`config.mk`:
```
export PLATFORM = sky130hd
export DESIGN_NAME = cache_arbiter
export DESIGN_NICKNAME = d
export VERILOG_FILES = /design/src/rtl/cache_arbiter.sv
export SDC_FILE = /design/constraint.sdc
export NUM_CORES = 1
export LEC_CHECK = 0
export ABC_AREA = 1
export CAP_MARGIN = 15
export CORE_AREA = 2 2 537 539
export CTS_BUF_LIST = sky130_fd_sc_hd__clkbuf_4 sky130_fd_sc_hd__clkbuf_8
export CTS_CLUSTER_DIAMETER = 150
export CTS_CLUSTER_SIZE = 25
export DETAILED_ROUTE_END_ITERATION = 10
export DIE_AREA = 0 0 539 541
export MAX_ROUTING_LAYER = met4
export RECOVER_POWER = 50
export SLEW_MARGIN = 20
export SYNTH_ARGS = -nofsm -noshare
export SYNTH_HDL_FRONTEND = slang
export SYNTH_SLANG_ARGS = --single-unit
```
`constraint.sdc`:
```
create_clock -name clk -period 1.6 [get_ports clk]
set_input_delay 0.32 -clock clk [delete_from_list [all_inputs] [get_ports clk]]
set_output_delay 0.32 -clock clk [all_outputs]
set_load 0.01 [all_outputs]
```
`src/rtl/cache_arbiter.sv`:
```
// Shares one physical-memory line port between the I-cache (reads) and the
// D-cache (reads and write-backs), one whole-line transaction at a time.
module cache_arbiter #(
  parameter int LINE_WIDTH = 256,
  parameter int ADDR_WIDTH = 32
) (
  input  logic                  clk,
  input  logic                  rst,
  input  logic                  i_pmem_read,
  input  logic [ADDR_WIDTH-1:0] i_pmem_address,
  output logic                  i_pmem_resp,
  output logic [LINE_WIDTH-1:0] i_pmem_rdata,
  input  logic                  d_pmem_read,
  input  logic                  d_pmem_write,
  input  logic [ADDR_WIDTH-1:0] d_pmem_address,
  input  logic [LINE_WIDTH-1:0] d_pmem_wdata,
  output logic                  d_pmem_resp,
  output logic [LINE_WIDTH-1:0] d_pmem_rdata,
  output logic                  pmem_read,
  output logic                  pmem_write,
  output logic [ADDR_WIDTH-1:0] pmem_address,
  output logic [LINE_WIDTH-1:0] pmem_wdata,
  input  logic                  pmem_resp,
  input  logic [LINE_WIDTH-1:0] pmem_rdata
);

  // Requester handshake: a request (read/write) is held, with address and
  // wdata stable, until its *_pmem_resp pulses for one cycle; that pulse is
  // the memory's pmem_resp passed straight through to the granted requester.
  typedef enum logic [1:0] {
    IDLE    = 2'd0,
    SERVE_I = 2'd1,
    SERVE_D = 2'd2
  } state_t;

  state_t state, state_next;
  logic   last_served, last_served_next;  // 0 = I-cache, 1 = D-cache
  logic   d_req;

  assign d_req        = d_pmem_read | d_pmem_write;
  assign i_pmem_rdata = pmem_rdata;
  assign d_pmem_rdata = pmem_rdata;

  always_ff @(posedge clk) begin
    if (rst) begin
      state       <= IDLE;
      last_served <= 1'b0;
    end else begin
      state       <= state_next;
      last_served <= last_served_next;
    end
  end

  always_comb begin
    state_next       = state;
    last_served_next = last_served;
    pmem_read        = 1'b0;
    pmem_write       = 1'b0;
    pmem_address     = '0;
    pmem_wdata       = '0;
    i_pmem_resp      = 1'b0;
    d_pmem_resp      = 1'b0;
    case (state)
      IDLE: begin
        // On a tie the requester not served last wins.
        if (d_req && (!i_pmem_read || !last_served)) state_next = SERVE_D;
        else if (i_pmem_read)                        state_next = SERVE_I;
      end
      SERVE_I: begin
        pmem_read    = i_pmem_read;
        pmem_address = i_pmem_address;
        if (pmem_resp) begin
          i_pmem_resp      = ~rst;
          last_served_next = 1'b0;
          state_next       = IDLE;
        end
      end
      SERVE_D: begin
        // A simultaneous read+write is illegal; the write takes precedence.
        pmem_write   = d_pmem_write;
        pmem_read    = d_pmem_read & ~d_pmem_write;
        pmem_address = d_pmem_address;
        pmem_wdata   = d_pmem_wdata;
        if (pmem_resp) begin
          d_pmem_resp      = ~rst;
          last_served_next = 1'b1;
          state_next       = IDLE;
        end
      end
      default: state_next = IDLE;
    endcase
  end

  d_read_write_exclusive: assert property (
    @(posedge clk) disable iff (rst) !(d_pmem_read && d_pmem_write)
  );

endmodule

```
## Word level (Yosys, flattened, before mapping)

Cells that the tools add are included.

- Mux-type cells: 14
- Equal/unequal tests: 6
- Bitwise operators: 4
- Reduce and logical (&&, ||, !) cells: 9

Operators by type and width:

| cell | number |
|---|---|
| $mux W256 | 1 |
| $pmux W32 S2 | 1 |
| $mux W1 | 6 |
| $mux W2 | 3 |
| $ne A2 B2 Y1 const B | 2 |
| $pmux W1 S2 | 2 |
| $pmux W2 S2 | 1 |
| $ne A3 B3 Y1 const B | 1 |
| $reduce_and A3 Y1 | 1 |
| $eq A2 B1 Y1 const B | 1 |
| $eq A2 B2 Y1 const B | 1 |
| $logic_not A1 Y1 | 2 |
| $logic_not A2 Y1 | 1 |
| $ne A2 B1 Y1 const B | 1 |
| $not A1 Y1 | 2 |
| $reduce_and A2 Y1 | 1 |
| $reduce_bool A2 Y1 | 1 |
| $reduce_or A2 Y1 | 1 |
| $and A1 B1 Y1 | 1 |
| $logic_and A1 B1 Y1 | 1 |
| $logic_or A1 B1 Y1 | 1 |
| $or A1 B1 Y1 | 1 |

- Word-level logic and storage cells: 35
- Bits in registers: 3
- Bits of input ports: 582

## Depth between registers and ports, before layout

Gate-level depths: netlist of run 1.

- Depth in word-level cells: 5
- Gate-level depth with buffers: 8

## Worst setup path before layout of run 1

No wires, ideal clock.

- Path type: register to output
- Start: reg state[0]
- End: out pmem_address[0]
- Setup slack: 119 ps
- Stages on the path, launching flop included: 6
- Buffers on the path: 1
- Data arrival time: 1161 ps
- Cell sequence: dfxtp_1 > inv_1 > ha_1 > inv_2 > clkbuf_1 > a21oi_1

- Word-level cells in the longest chain between the ends: 2
- Elaborated cells between the ends (all ways): 3
- Classes of those cells: eq/ne (2); mux (1)

RTL lines:

| what | line | text |
|---|---|---|
| start, declared | 36 | `state_t state, state_next;` |
| start signal, assigned | 49 | `state <= state_next;` |
| $eq A2 B2 Y1 or $eq A2 B1 Y1 (tied branches) | 63 | `case (state)` |
| $pmux W32 S2 (*) | 63 |  |
| end, declared | 21 | `output logic [ADDR_WIDTH-1:0] pmem_address,` |

Mark *: on every way between the ends. The rest lies on a longest branch, timed or not.

## Final worst setup path of run 1

- Start: reg state[0]
- End: out pmem_wdata[208]

- Word-level cells in the longest chain between the ends: 2

RTL lines:

| what | line | text |
|---|---|---|
| $eq A2 B2 Y1 | 63 |  |
| $mux W256 | 63 |  |
| end, declared | 22 | `output logic [LINE_WIDTH-1:0] pmem_wdata,` |

Every way passes these cells.

==> summary.md, run 1 <==
| Metric | Value |
|---|---|
| Distinct cells, synth | 16 |
| Met2 wire len | 93,600 µm |
| DR pass1 iterations | 5 |
| Worst-margin pin slew | 305 ps |
| Detailed Route Iter0 Violations | 383 |
| Multiplexer share of the synthesized area | 0 |
| Max Root-Sink Buffers | 2 |
| First-pass GRT wire length | 235,000 µm |
| Multi-input gate area | 3030 µm² |
| FF+latch count, synth | 3 |
| Cell area after synthesis | 6780 µm² |
| Vias in the first global route | 7,858 |
| Gpl congestion | 0.817 |
| CTS Sinks | 3 |
| Ports | 1,386 |
| Post-route minimum period | 2050 ps |
| Total number of vias | 8,668 |
| Row Count | 197 |
| Max transition margin | 0.796 |
| Final net count | 1,966 |
| Gr usage total | 0.145 |
| RSZ-0062 raised after global routing | true |
| CP endpoint kind | output pin |
| Core Area | 286,000 µm² |
| Clock skew | 1.18 ps |
| Buffers on Ports | 617 |
| Initial antenna violation count | 138 |
| Mapped Cells | 1,194 |
| Setup ws final | -453 ps |
| Synth Area in Adders | 0.00738 |
| Area delta synth->final | 176% |
| Largest family of logic cells by synthesized area | buffers and inverters |
| Remaining global-route overflow | 0 |
| Max-Cap Viols | 0 |
| XOR/XNOR Fraction of Synth Area | 0 |
| Share of post-route cells with drive strength above 1 | 0.633 |
| Placed Area | 15,500 µm² |
| Failing checks | setup timing |
| Cell Pwr Density | 495 nW/µm² |
| Die area | 292,000 µm² |
| H-tree levels | 1 |
| Post-synth net total | 1,780 |
| Final Instance Area | 18,700 µm² |
| Max FO, Critical Path | 6 |
| Post-route ant nets | 0 |
| Vias/cell | 1.66 |
| CTS Buf Count | 3 |
| WP data arrival | 1730 ps |
| Leakage | 0.00768 µW |
| Final wirelength | 217,000 µm |
| Final Hold Fails | 0 |
| Met3 WL | 73,200 µm |
| Drt drc | 0 |
| Worst-skew pair later-pin latency | 220 ps |
| Die Width | 539 µm |
| Sequential cell area fraction in the yosys report | 0.00886 |
| DIE HEIGHT | 541 µm |
| Number of setup violations in the final report | 291 |
| Max layer used | met4 |
| HP Class | reg2reg |
| Routed WL per cell | 41.7 µm |
| CTS tree | done |
| FILL cells | 33,700 |
| FMAX | 487 MHz |
| Register area | 67.6 µm² |
| Worst EP required | 1280 ps |
| Status | complete, but fails checks |
| Type of origin of the critical path | flop |
| Critical path type | reg2out |
| Root buffer cell | clkbuf_8 |
| Synth Area in Compound Gates | 0.0286 |
| Post-Route M1 WL | 43,400 µm |
| Yosys warnings | 0 |
| Simple-gate share of the synthesized area | 0.190 |
| Max Slew Vio Count | 0 |
| Syn Area/Cell | 5.68 µm² |
| Maximum vdd drop | 0.213 mV |
| Clk slew on worst S/H paths | 30 ps |
| Dpl ws | -615 ps |
| Crit share post-route | 1.28 |
| Post-DP HPWL | 205,000 µm |
| Initial Utilization | 0.0237 |
| Largest net degree at the start of global routing | 40 |
[cells in the mapped netlist]
cell type  number  area share
buf_4         517        0.57
nand2_1       318        0.18
inv_1         222        0.12
inv_2          41       0.023
a21oi_1        35       0.026
buf_6          21       0.035
nand2_2        10      0.0092
buf_2           8      0.0059
nor2_1          5      0.0028
ha_1            4      0.0074
clkbuf_1        3      0.0017
dfxtp_1         3      0.0089
buf_8           2      0.0044
nand3b_1        2      0.0022
o21ai_0         2      0.0015
a31o_2          1      0.0013
[cell usage in the layout (no fill, tap or decap), drive strengths merged]
cell / instances
buf: 382
nand2: 328
clkdlybuf4s50: 325
inv: 263
diode: 52
a21oi: 35
clkbuf: 29
nor2: 5
ha: 4
dfxtp: 3
nand3b: 2
o21ai: 2
a31o: 1
[power breakdown]
part | leakage [µW] | total, µW | internal [µW] | switching [µW]
Combinational | 0.00763 | 8900 | 4570 | 4330
Clock | 0.0000265 | 240 | 187 | 53.0
Sequential | 0.0000260 | 100 | 86.5 | 13.7
Total | 0.00768 | 9240 | 4840 | 4400
[metrics by stage]
| stage | hold slack [ps] | power [µW] | utilization | cells | setup TNS [ps] |
|---|---|---|---|---|---|
| CTS | 520 | 7910 | 0.0573 | 5121 | -123830 |
| global placement | 499 | 6630 | 0.0540 | 5070 | -78470 |
| finish | 539 | 9240 | 0.0652 | 5212 | -96500 |
| detailed placement | 512 | 6650 | 0.0540 | 5070 | -91590 |
| global route | 556 | 9720 | 0.0652 | 5211 | -108410 |
| floorplan | 389 | 3010 | - | 1194 | 0 |
[flip-flops by register name (all words and copies together) (netlist names)]
signal       flops
state            2
last_served      1
[routing by layer]
| metal | global-route usage | vias to the layer above |
|---|---|---|
| met1 | 0.0817 | 3525 |
| met4 | 0.0348 | 0 |
| met5 | - | - |
| met2 | 0.217 | 1522 |
| li1 | - | 3274 |
| met3 | 0.222 | 347 |
[cell type report]
cell class                 count  area share
timing repair buffer         732       0.509
antenna                       52     0.00697
clock buffer                   4     0.00261
inverter                     263      0.0625
multi-input combinational    377       0.162
sequential                     3     0.00362
tap                         3781       0.253
[repair_timing]
item,CTS,global route
cloned,10,16
hold buffers,0,0
pin swaps,10,113
gates resized for setup,474,724
setup endpoints to repair,292,294
setup buffers,38,33
[cells by family after synthesis]
logic type,after synthesis
DFF,3
AOI/OAI and AO/OA,38
and+or+nand+nor,335
adders and majority gates,4
buffers and inverters,814
[critical path, cell delays in order, from the launching register on]
cell and delay [ps]:
dfxtp_4 360, inv_6 50, ha_4 180, buf_16 160, buf_12 210, buf_8 130, buf_12 120, nand2_2 60
inv_2 30, buf_6 120
[final timing paths]
kind,depth (start not counted),endpoint,from,slack (ps)
worst max-delay path,9,pmem_wdata[208],state[0]$_SDFFE_PP0P_,-450
worst max register to register,8,state[0]$_SDFFE_PP0P_,state[1]$_SDFFE_PP0P_,90
worst min register to register,1,last_served$_SDFFE_PP0P_,last_served$_SDFFE_PP0P_,540
worst min-delay path,1,last_served$_SDFFE_PP0P_,last_served$_SDFFE_PP0P_,540
Power figures use the tool's default switching activity.
==> run 2, diff against run 1 <==
Settings changed: SLEW_MARGIN 20 to not set.
==> results of run 2 <==
No change in the layout: final DEF, timing and power equal those of run 1.
